[config.mk]
export PLATFORM = sky130hd
export DESIGN_NAME = serial_slice_alu
export DESIGN_NICKNAME = d
export VERILOG_FILES = /design/src/rtl/serial_slice_alu.sv
export SDC_FILE = /design/constraint.sdc
export NUM_CORES = 1
export LEC_CHECK = 0
export BUFFER_PORTS_ARGS = -buffer_cell sky130_fd_sc_hd__buf_2
export CORE_MARGIN = 2
export CORE_UTILIZATION = 50
export DETAILED_ROUTE_END_ITERATION = 12
export PLACE_DENSITY = 0.73
export SKIP_LAST_GASP = 1
export SLEW_MARGIN = 20
export SYNTH_ARGS = -nofsm -noshare
export SYNTH_HDL_FRONTEND = slang
export SYNTH_SLANG_ARGS = --single-unit
export TNS_END_PERCENT = 5
[constraint.sdc]
create_clock -name clk -period 7.1 [get_ports clk]
set_input_delay 1.065 -clock clk [delete_from_list [all_inputs] [get_ports clk]]
set_output_delay 1.065 -clock clk [all_outputs]
set_load 0.005 [all_outputs]
[src/rtl/serial_slice_alu.sv]
// Bit-serial (SLICE bits/cycle) ALU with start/done handshake and registered carry chain.
// Optional abort input enabled by defining SERIAL_ALU_ABORT_EN.
module serial_slice_alu #(
   parameter int unsigned WIDTH = 64,
   parameter int unsigned SLICE = 8
) (
   input  logic             clk,
   input  logic             reset,
   input  logic             start,
`ifdef SERIAL_ALU_ABORT_EN
   input  logic             abort,
`endif
   input  logic [WIDTH-1:0] a,
   input  logic [WIDTH-1:0] b,
   input  logic [3:0]       ALUOp,
   output logic             busy,
   output logic             done,
   output logic [WIDTH-1:0] result,
   output logic             zero,
   output logic             carryOut,
   output logic             overflow
);

   localparam int unsigned NumSlice = WIDTH / SLICE;
   localparam int unsigned CntW     = (NumSlice > 1) ? $clog2(NumSlice) : 1;

   if (SLICE < 1 || (WIDTH % SLICE) != 0) begin : gen_bad_cfg
      $error("serial_slice_alu: SLICE must be >= 1 and divide WIDTH");
   end

   typedef enum logic [1:0] {StIdle, StRun, StFin} state_e;

   state_e            state_q;
   logic [WIDTH-1:0]  a_q, b_q, acc_q;
   logic [3:0]        op_q;
   logic              carry_q, cmsb_q;
   logic [CntW-1:0]   cnt_q;

   logic              abort_w;
   logic [SLICE-1:0]  a_f, b_f, slice_res;
   logic [SLICE:0]    sum_w;
   logic              cin_msb, is_arith, ovf_w;
   logic [WIDTH-1:0]  fin_res;

`ifdef SERIAL_ALU_ABORT_EN
   assign abort_w = abort;
`else
   assign abort_w = 1'b0;
`endif

   always_comb begin
      a_f       = op_q[3] ? ~a_q[SLICE-1:0] : a_q[SLICE-1:0];
      b_f       = op_q[2] ? ~b_q[SLICE-1:0] : b_q[SLICE-1:0];
      sum_w     = {1'b0, a_f} + {1'b0, b_f} + {{SLICE{1'b0}}, carry_q};
      // Carry into the slice MSB recovered from the sum bit and its operands.
      cin_msb   = sum_w[SLICE-1] ^ a_f[SLICE-1] ^ b_f[SLICE-1];
      slice_res = sum_w[SLICE-1:0];
      case (op_q[1:0])
         2'b00:   slice_res = a_f & b_f;
         2'b01:   slice_res = a_f | b_f;
         default: slice_res = sum_w[SLICE-1:0];
      endcase
      is_arith  = op_q[1];
      ovf_w     = is_arith & (cmsb_q ^ carry_q);
      fin_res   = (op_q[1:0] == 2'b11) ? WIDTH'(acc_q[WIDTH-1] ^ ovf_w) : acc_q;
   end

   always_ff @(posedge clk) begin
      if (reset) begin
         state_q  <= StIdle;
         a_q      <= '0;
         b_q      <= '0;
         acc_q    <= '0;
         op_q     <= '0;
         carry_q  <= 1'b0;
         cmsb_q   <= 1'b0;
         cnt_q    <= '0;
         busy     <= 1'b0;
         done     <= 1'b0;
         result   <= '0;
         zero     <= 1'b1;
         carryOut <= 1'b0;
         overflow <= 1'b0;
      end else begin
         done <= 1'b0;
         unique case (state_q)
            StIdle: begin
               if (start && !abort_w) begin
                  a_q     <= a;
                  b_q     <= b;
                  op_q    <= ALUOp;
                  carry_q <= ALUOp[2];
                  cnt_q   <= '0;
                  busy    <= 1'b1;
                  state_q <= StRun;
               end
            end
            StRun: begin
               if (abort_w) begin
                  busy    <= 1'b0;
                  state_q <= StIdle;
               end else begin
                  // Operands shift down; results enter at the top so slice 0 lands at bit 0.
                  a_q     <= a_q >> SLICE;
                  b_q     <= b_q >> SLICE;
                  acc_q   <= (acc_q >> SLICE) | (WIDTH'(slice_res) << (WIDTH - SLICE));
                  carry_q <= sum_w[SLICE];
                  cmsb_q  <= cin_msb;
                  cnt_q   <= cnt_q + 1'b1;
                  if (cnt_q == CntW'(NumSlice - 1)) state_q <= StFin;
               end
            end
            StFin: begin
               busy    <= 1'b0;
               state_q <= StIdle;
               if (!abort_w) begin
                  result   <= fin_res;
                  zero     <= (fin_res == '0);
                  carryOut <= is_arith & carry_q;
                  overflow <= ovf_w;
                  done     <= 1'b1;
               end
            end
            default: state_q <= StIdle;
         endcase
      end
   end

endmodule

== Word level (Yosys, flattened, before mapping) ==
Index checks and enable logic that the tools add are counted.
Operators by class
  add/subtract/negate cells: 3
  multipliers: 0
  divide/modulo/power cells: 0
  $lt $le $gt $ge: 0
  equal/unequal tests: 7
  shift-type cells: 0
  mux-type cells: 18
  bitwise logic cells: 11
  reductions and logical operators: 9
Operators with widths (number)
  $pmux 64 s2: 2
  $mux 64: 3
  $logic_not 64->1: 1
  $or 56x64->64: 1
  $mux 8: 2
  $not 8->8: 2
  $pmux 8 s2: 1
  $add 8x8->9: 1
  $add 9x1->9: 1
  $and 8x8->8: 1
  $or 8x8->8: 1
  $reduce_and 2->1: 4
  $pmux 3 s2: 1
  $eq 2x1->1 const B: 2
  $eq 2x2->1 const B: 2
  $logic_not 2->1: 2
  $mux 2: 2
  $ne 2x2->1 const B: 2
  $pmux 1 s2: 2
  $pmux 2 s2: 1
  $reduce_bool 2->1: 2
  $xor 1x1->1: 4
  $add 3x1->3 const B: 1
  $eq 3x3->1 const B: 1
  other kinds (3): 6
Word-level totals
  register bits after elaboration: 272
  latch bits: 0
  memory bits (writable): 0
  bits in read-only memories: 0
  output and inout bits: 69
  word-level logic and storage cells: 62
  memories kept: 0

== Logic depth before layout (Yosys ltp) ==
Gate-level depths: netlist (run 1).
  depth after elaboration: 6
  mapped depth: 11
  mapped depth without buffers: 10

== Worst setup path after synthesis (run 1) ==
OpenSTA, ideal clock, no wires.
  path kind: reg2reg
  start point: register op_q[2]
  end point: register acc_q[62]
  data arrival time: 2.251 ns
  setup slack: 4.719 ns
  cell stages (with the launch flop): 12
  path buffers: 1
  clock period less this slack: 2.381 ns
  path through: dfxtp_1 -> buf_6 -> xor2_1 -> fa_1 -> inv_1 -> fa_1 -> nor2b_1 -> o21a_1 -> o21ai_2 -> mux2_2 -> a41oi_1 -> o31ai_1
On the way
  cells in the longest elaborated chain, start to end: 5
  elaborated cells on any way between the ends: 7
  those cells by class: add/sub: 2; mux: 2; bitwise: 3
Ends and longest elaborated chain
  from (decl): RTL line 35  | logic [3:0] op_q;
  from (signal assigned): RTL line 91  | op_q <= ALUOp;
  $mux 8 (*): RTL line 53  | b_f = op_q[2] ? ~b_q[SLICE-1:0] : b_q[SLICE-1:0];
  $add 8x8->9: RTL line 54  | sum_w = {1'b0, a_f} + {1'b0, b_f} + {{SLICE{1'b0}}, carry_q};
  $add 9x1->9: RTL line 54
  $pmux 8 s2 (*): RTL line 58  | case (op_q[1:0])
  $or 56x64->64 (*): RTL line 106  | acc_q <= (acc_q >> SLICE) | (WIDTH'(slice_res) << (WIDTH - SLICE));
  to (signal assigned): RTL line 106
  to (decl): RTL line 34  | logic [WIDTH-1:0] a_q, b_q, acc_q;
Every way passes the cells marked *; elsewhere a longest branch is shown, timed or not.
A chain may end at the register's enable or synchronous reset.

== Final worst setup path (run 1) ==
Same ends and word-level chain as after synthesis.

==> impl_metrics.tcl, run 1 <==
set metrics [dict create \
    outcome "complete, no violations" \
    r2r_end "acc_q[62]" \
    ant_nets 0 \
    cts.hold.buffers_added 0 \
    cp.required_ns 7.49 \
    drive_gt1_share_pct 18.14 \
    clock_path_buffers 3 \
    hold_end "carryOut" \
    drt-total-wl_um 27110 \
    die_area_um2 23320 \
    via_per_inst 5.469 \
    totalNegativeSetupSlack_ns 0 \
    yosysSeqAreaShare_pct 49.25 \
    cp_slowest_cell "dfxtp_1" \
    drcViolationCount 0 \
    placed_cells 1690 \
    slew_viol_final 0 \
    track_usage_pct 22.39 \
    cts_sinks 272 \
    crit_type "flip-flop to flip-flop" \
    ff2ff_path_depth 10 \
    syn_to_final_growth_pct 16.91 \
    syn_area_um2 11060 \
    synth_ff_type "dfxtp_1" \
    htree_levels 1 \
    fin_skew_ns 0.008669 \
    final_area_um2 12930 \
    clk_pin_slew_ns 0.06 \
    numCtsBuffers 28 \
    synth_fp_nets 1466 \
    max-cap-violations 0 \
    grt_pass1_wl_um 44080 \
    tightest_slew_ns 1.030 \
    wl_per_cell_um 15.56 \
    fin_crit_ns 2.915 \
    cts_tree "built" \
    fin_nets 1596 \
    cp-start-kind "flip-flop" \
    holdCritPathClass "flip-flop to flip-flop" \
    finalHoldViolCount 0 \
    hpwl_um 17630 \
    critical-path-max-stage-delay_ns 0.63 \
    synth_area_leader_cell "dfxtp_1" \
    drt-initial-drc-count 553 \
    rsz0062_at_grt "false" \
    synth_area_leaders "dfxtp_1 (49%), nand2_1 (12%), a311oi_1 (8.9%)" \
    syn_avg_cell_area_um2 8.434 \
    core.rowCount 54 \
    worstReg2RegStart "op_q[2]" \
    port_buffers 203 \
    powerDensity_nw_per_um2 276.3 \
    ir_drop_mv 0.1849 \
    crit_fanout 9 \
    hold-worst-slack_ns 0.4504 \
    synth.distinct_cells 45 \
    gp_congestion 0.8095 \
    yosys_register_bits 272 \
    clkLatencyLatePin_ns 0.53 \
    die_w_um 152.7 \
    overflow 0 \
    min_path_cells 2 \
    start_util_pct 50.82 \
    max_freq_mhz 343.1 \
    synthArstFlopShare_pct 0 \
    fin_total_pwr_w 0.003571 \
    p_leak_nw 5.434 \
    syn-instance-count 1311 \
    worst-path-buf-inv 1 \
    core_um2 21760 \
    endpoint_kind "flip-flop" \
    timing.critical_path.cells "xor2_1, fa_1, inv_1, fa_1, nor2b_1, o21a_1, o21ai_2, mux2_2, a41oi_1, o31ai_1" \
    cts-root-buf "clkbuf_16" \
    arrival_ns 3.30 \
    antenna_found_initial 2 \
    period_share_pct 41.06 \
    path_common_cell "fa_1" \
    timing.slew.headroom_pct 31.35 \
    synth-edff-count 0 \
    place_area_um2 11980 \
    rrSetupSlack_ns 4.18 \
    ys_warn_count 0 \
    die_y_um 152.7 \
    grt_pass1_vias 8779 \
    post_cts_resized 0 \
    holdCritStartpoint "carryOut" \
    cp_top_family "adder cells" \
    drtPass1Iterations 4 \
    fin_cells 1742 \
    ios 204 \
    synth_top_area_share_pct 49.25 \
    grt_max_degree 225 \
    post-cts-setup-buffers 0 \
    setup_viol 0 \
    vias 9527 \
]
[cell type report]
class,instances,area [um^2]
diodes,1,2.502
clock buffers,45,855.8
clock inverters,5,52.55
fillers,1976,8830
inverters,21,78.83
multi-input cells,907,5039
flip-flops and latches,272,5445
well taps,280,350.3
repair buffers,211,1102
[logic make-up after synthesis]
| kind of cell | share of synthesized area, % |
|---|---|
| simple gates | 20.32 |
| mux | 0.4753 |
| flops | 49.25 |
| compound gates | 20.02 |
| buf+inv | 5.488 |
| fa+ha+maj | 2.399 |
| xor+xnor | 2.048 |
[through the flow]
step	worst slack, ns	utilization [%]
2_1_floorplan	4.719	-
3_3_place_gp	3.873	55.08
3_5_place_dp	3.812	55.08
4_1_cts	4.122	59.26
5_1_grt	3.966	59.40
6_report	4.185	59.41
[cell usage after synthesis, types with 2 or more instances]
library cell    n
buf_6           2
or3_1           2
clkbuf_1       45
inv_1          21
nor2_2          2
nor2b_1         4
nor3_1          7
xnor2_1         8
mux2i_1         3
xor2_1         16
nand2_1       360
nand2b_1        3
o21ai_0         4
and3_1          2
a211oi_1        7
nand4_1         4
nor2_1        154
ha_1           18
buf_2          53
a31oi_1         2
a22oi_1        16
o211ai_1        3
a311oi_1      112
a21oi_1        76
fa_1            2
buf_1           3
nand3_1         7
a22o_1         62
buf_4           8
o21a_1          2
nor4_1         17
dfxtp_1       272
mux2_2          2
[report_power, final]
part	switching [W]	internal, W	total [W]	leakage, nW
registers	0.0000584	0.00161	0.00167	2.22
clock network	0.000592	0.000855	0.00145	0.444
logic	0.000277	0.000175	0.000452	2.77
total	0.000927	0.00264	0.00357	5.43
[how the worst max path moves through the flow]
| stage | startpoint | to | slack, ns | cells past startpoint |
|---|---|---|---|---|
| 3_3_place_gp | reset | b_q[39] | 3.87 | 4 |
| 4_1_cts | op_q[2] | acc_q[62] | 4.12 | 10 |
| 2_1_floorplan | op_q[2] | acc_q[62] | 4.72 | 11 |
| 3_5_place_dp | reset | a_q[45] | 3.81 | 4 |
| 5_1_grt | op_q[2] | acc_q[62] | 3.97 | 10 |
| 6_report | op_q[2] | acc_q[62] | 4.18 | 10 |
[cells in the final DEF, fill, tap and decap left out, types with 3 or more instances in the layout]
| master | n |
|---|---|
| a211oi_1 | 7 |
| a21oi_1 | 76 |
| a22o_1 | 62 |
| a22oi_1 | 16 |
| a311oi_1 | 112 |
| buf_2 | 202 |
| buf_4 | 7 |
| clkbuf_1 | 9 |
| clkbuf_16 | 29 |
| clkbuf_8 | 7 |
| clkinv_2 | 3 |
| dfxtp_1 | 272 |
| ha_1 | 18 |
| inv_1 | 21 |
| mux2i_1 | 3 |
| nand2_1 | 360 |
| nand2b_1 | 3 |
| nand3_1 | 7 |
| nand4_1 | 4 |
| nor2_1 | 154 |
| nor3_1 | 7 |
| nor4_1 | 17 |
| o211ai_1 | 3 |
| o21ai_0 | 4 |
| xnor2_1 | 8 |
| xor2_1 | 16 |
[per-layer routing]
| layer | GRT usage (%) | share of wire [%] | up-vias |
|---|---|---|---|
| met3 | 3.555 | 6.0 | 54 |
| met5 | 0 | 0.048 | - |
| li1 | - | - | 4808 |
| met2 | 35.98 | 47 | 274 |
| met1 | 31.15 | 45 | 4389 |
| met4 | 6.790 | 2.7 | 2 |
[worst register-to-register path: stages (launching register included)]
cell,delay [ns]
dfxtp_1,0.63
xor2_1,0.37
fa_1,0.27
inv_1,0.07
fa_1,0.46
nor2b_1,0.14
o21a_1,0.16
o21ai_2,0.08
mux2_2,0.27
a41oi_1,0.24
o31ai_1,0.09
[state kept, by name, indices dropped and copies added (netlist names)]
name / flops
acc_q: 64
carry_q: 1
done: 1
result: 64
b_q: 64
op_q: 4
busy: 1
state_q: 2
zero: 1
overflow: 1
cnt_q: 3
cmsb_q: 1
a_q: 64
carryOut: 1
No activity file was read; power rests on OpenSTA's default activity.
==> inputs of run 2 (changes only) <==
==> constraint.sdc (replaced) <==
create_clock -name clk -period 2.7 [get_ports clk]
set_input_delay 0.405 -clock clk [delete_from_list [all_inputs] [get_ports clk]]
set_output_delay 0.405 -clock clk [all_outputs]
set_load 0.005 [all_outputs]
==> run 2 against run 1 <==
Setup slack lost 3.9 ns; power grew to 2.7 times the previous value; non-clock buffer count grew 15; sequential share of layout area shrank 0.69 points; highest routed layer unchanged.
==> impl_metrics.tcl, run 2 (synthesized netlist as in run 1, its figures left out) <==
set metrics [dict create \
    worst_slack_ns 0.2733 \
    crit_type "flip-flop to flip-flop" \
    final_cell_mix "nand2_1 (360), dfxtp_1 (272), buf_2 (202)" \
    max-cap-violations 0 \
    hpwl_um 18140 \
    final_common_cell "nand2_1" \
    outcome "complete, no violations" \
    grt_pass1_vias 8961 \
    cts.hold.buffers_added 0 \
    rsz0062_at_grt "false" \
    track_usage_pct 22.14 \
    cp.required_ns 3.09 \
    endpoint_kind "flip-flop" \
    overflow 0 \
    numCtsBuffers 29 \
    drive_gt1_share_pct 19.41 \
    timing.critical_path.cells "xor2_2, fa_1, inv_1, fa_1, nor2b_1, o21a_1, o21ai_2, mux2_2, a41oi_1, o31ai_1" \
    core.rowCount 54 \
    totalNegativeSetupSlack_ns 0 \
    drt-total-wl_um 27130 \
    drtPass1Iterations 5 \
    cts_sinks 272 \
    syn_to_final_growth_pct 18.86 \
    crit_fanout 3 \
    fin_util_pct 60.41 \
    max_freq_mhz 412.1 \
    ir_drop_mv 0.4547 \
    grt_max_degree 123 \
    grt_pass1_wl_um 44080 \
    critical-path-max-stage-delay_ns 0.41 \
    htree_levels 1 \
    start_util_pct 50.82 \
    antenna_found_initial 7 \
    cp-start-kind "flip-flop" \
    tightest_slew_ns 0.9671 \
    die_y_um 152.7 \
    fin_nets 1612 \
    cp_slowest_cell "fa_1" \
    hold-worst-slack_ns 0.1063 \
    clkLatencyLatePin_ns 0.53 \
    fin_total_pwr_w 0.009501 \
    cts_tree "built" \
    p_leak_nw 5.543 \
    holdCritPathClass "primary input to flip-flop" \
    cts-root-buf "clkbuf_16" \
    dp_worst_setup_slack_ns 0.2332 \
    drcViolationCount 0 \
    gp_congestion 0.8004 \
    core_um2 21760 \
    slew_viol_final 0 \
    finalHoldViolCount 0 \
    via_per_inst 5.449 \
    drt-initial-drc-count 445 \
    wl_per_cell_um 15.39 \
    powerDensity_nw_per_um2 722.9 \
    ios 204 \
    clock_path_buffers 3 \
    ant_nets 0 \
    post-cts-setup-buffers 0 \
    path_common_cell "fa_1" \
    timing.slew.headroom_pct 35.53 \
    period_share_pct 89.88 \
    port_buffers 203 \
    setup_viol 0 \
    clk_pin_slew_ns 0.06 \
    die_w_um 152.7 \
    vias 9607 \
    fin_crit_ns 2.427 \
    die_area_um2 23320 \
    fin_skew_ns 0.01185 \
    arrival_ns 2.82 \
]
run 2: cell types whose count changed in the layout (fill, tap and decap cells not counted), sizes merged:
cell and delta:
diode +3, clkbuf -6, bufinv +1, clkinv +5
clkinvlp +3, buf +15
run 2: worst paths after layout:
check / from / to / slack, ns / depth (start not counted)
worst max-delay path: op_q[2] / acc_q[62] / 0.27 / 10
worst min-delay path: ALUOp[1] / op_q[1] / 0.11 / 3
worst max register to register: op_q[2] / acc_q[62] / 0.27 / 10
worst min register to register: result[5] / result[5] / 0.45 / 2
run 2: layer usage:
metal  track usage (%)  vias up  share of wire, %
met5                 0        -              0.10
met4             5.511        4               1.9
met3             5.290       42               6.5
met2             36.24      251                46
met1             29.63     4466                45
li1                  -     4844                 -
run 2: repair_timing:
item / 4_1_cts / 5_1_grt
endpoints found under the setup margin: 0 / 1
endpoints found under the hold margin: 0 / 0
resized for setup: 0 / 1
run 2: critical path: cells and delay by family (launching register included):
| kind | cells | cell delay [ns] |
|---|---|---|
| flip-flops | 1 | 0.33 |
| adder cells (fa/ha/maj) | 2 | 0.63 |
| buffers and inverters | 1 | 0.09 |
| XOR/XNOR | 1 | 0.20 |
| AND/OR/NAND/NOR | 1 | 0.06 |
| AO/OA/AOI/OAI | 4 | 0.61 |
| multiplexers | 1 | 0.35 |
run 2: metrics by stage:
stage | instances | cell area (um^2)
global placement | 1706 | 12190
global route | 1759 | 13130
finish | 1763 | 13140
detailed placement | 1706 | 12190
floorplan | 1311 | 11060
CTS | 1759 | 13130
run 2: power breakdown:
| group | leakage, nW | internal [W] | switching (W) |
|---|---|---|---|
| Clock | 0.453 | 0.00227 | 0.00160 |
| Sequential | 2.22 | 0.00424 | 0.000144 |
| Combinational | 2.87 | 0.000497 | 0.000747 |
| Total | 5.54 | 0.00701 | 0.00249 |
run 2: area by class of cell:
cell class                      instances  area, um^2
Clock buffer                           39       803.3
Timing Repair Buffer                  226        1282
Antenna cell                            4       10.01
Multi-Input combinational cell        907        5042
Inverter                               21       78.83
Fill cell                            1957        8613
Clock inverter                         14       130.1
Sequential cell                       272        5445
Tap cell                              280       350.3
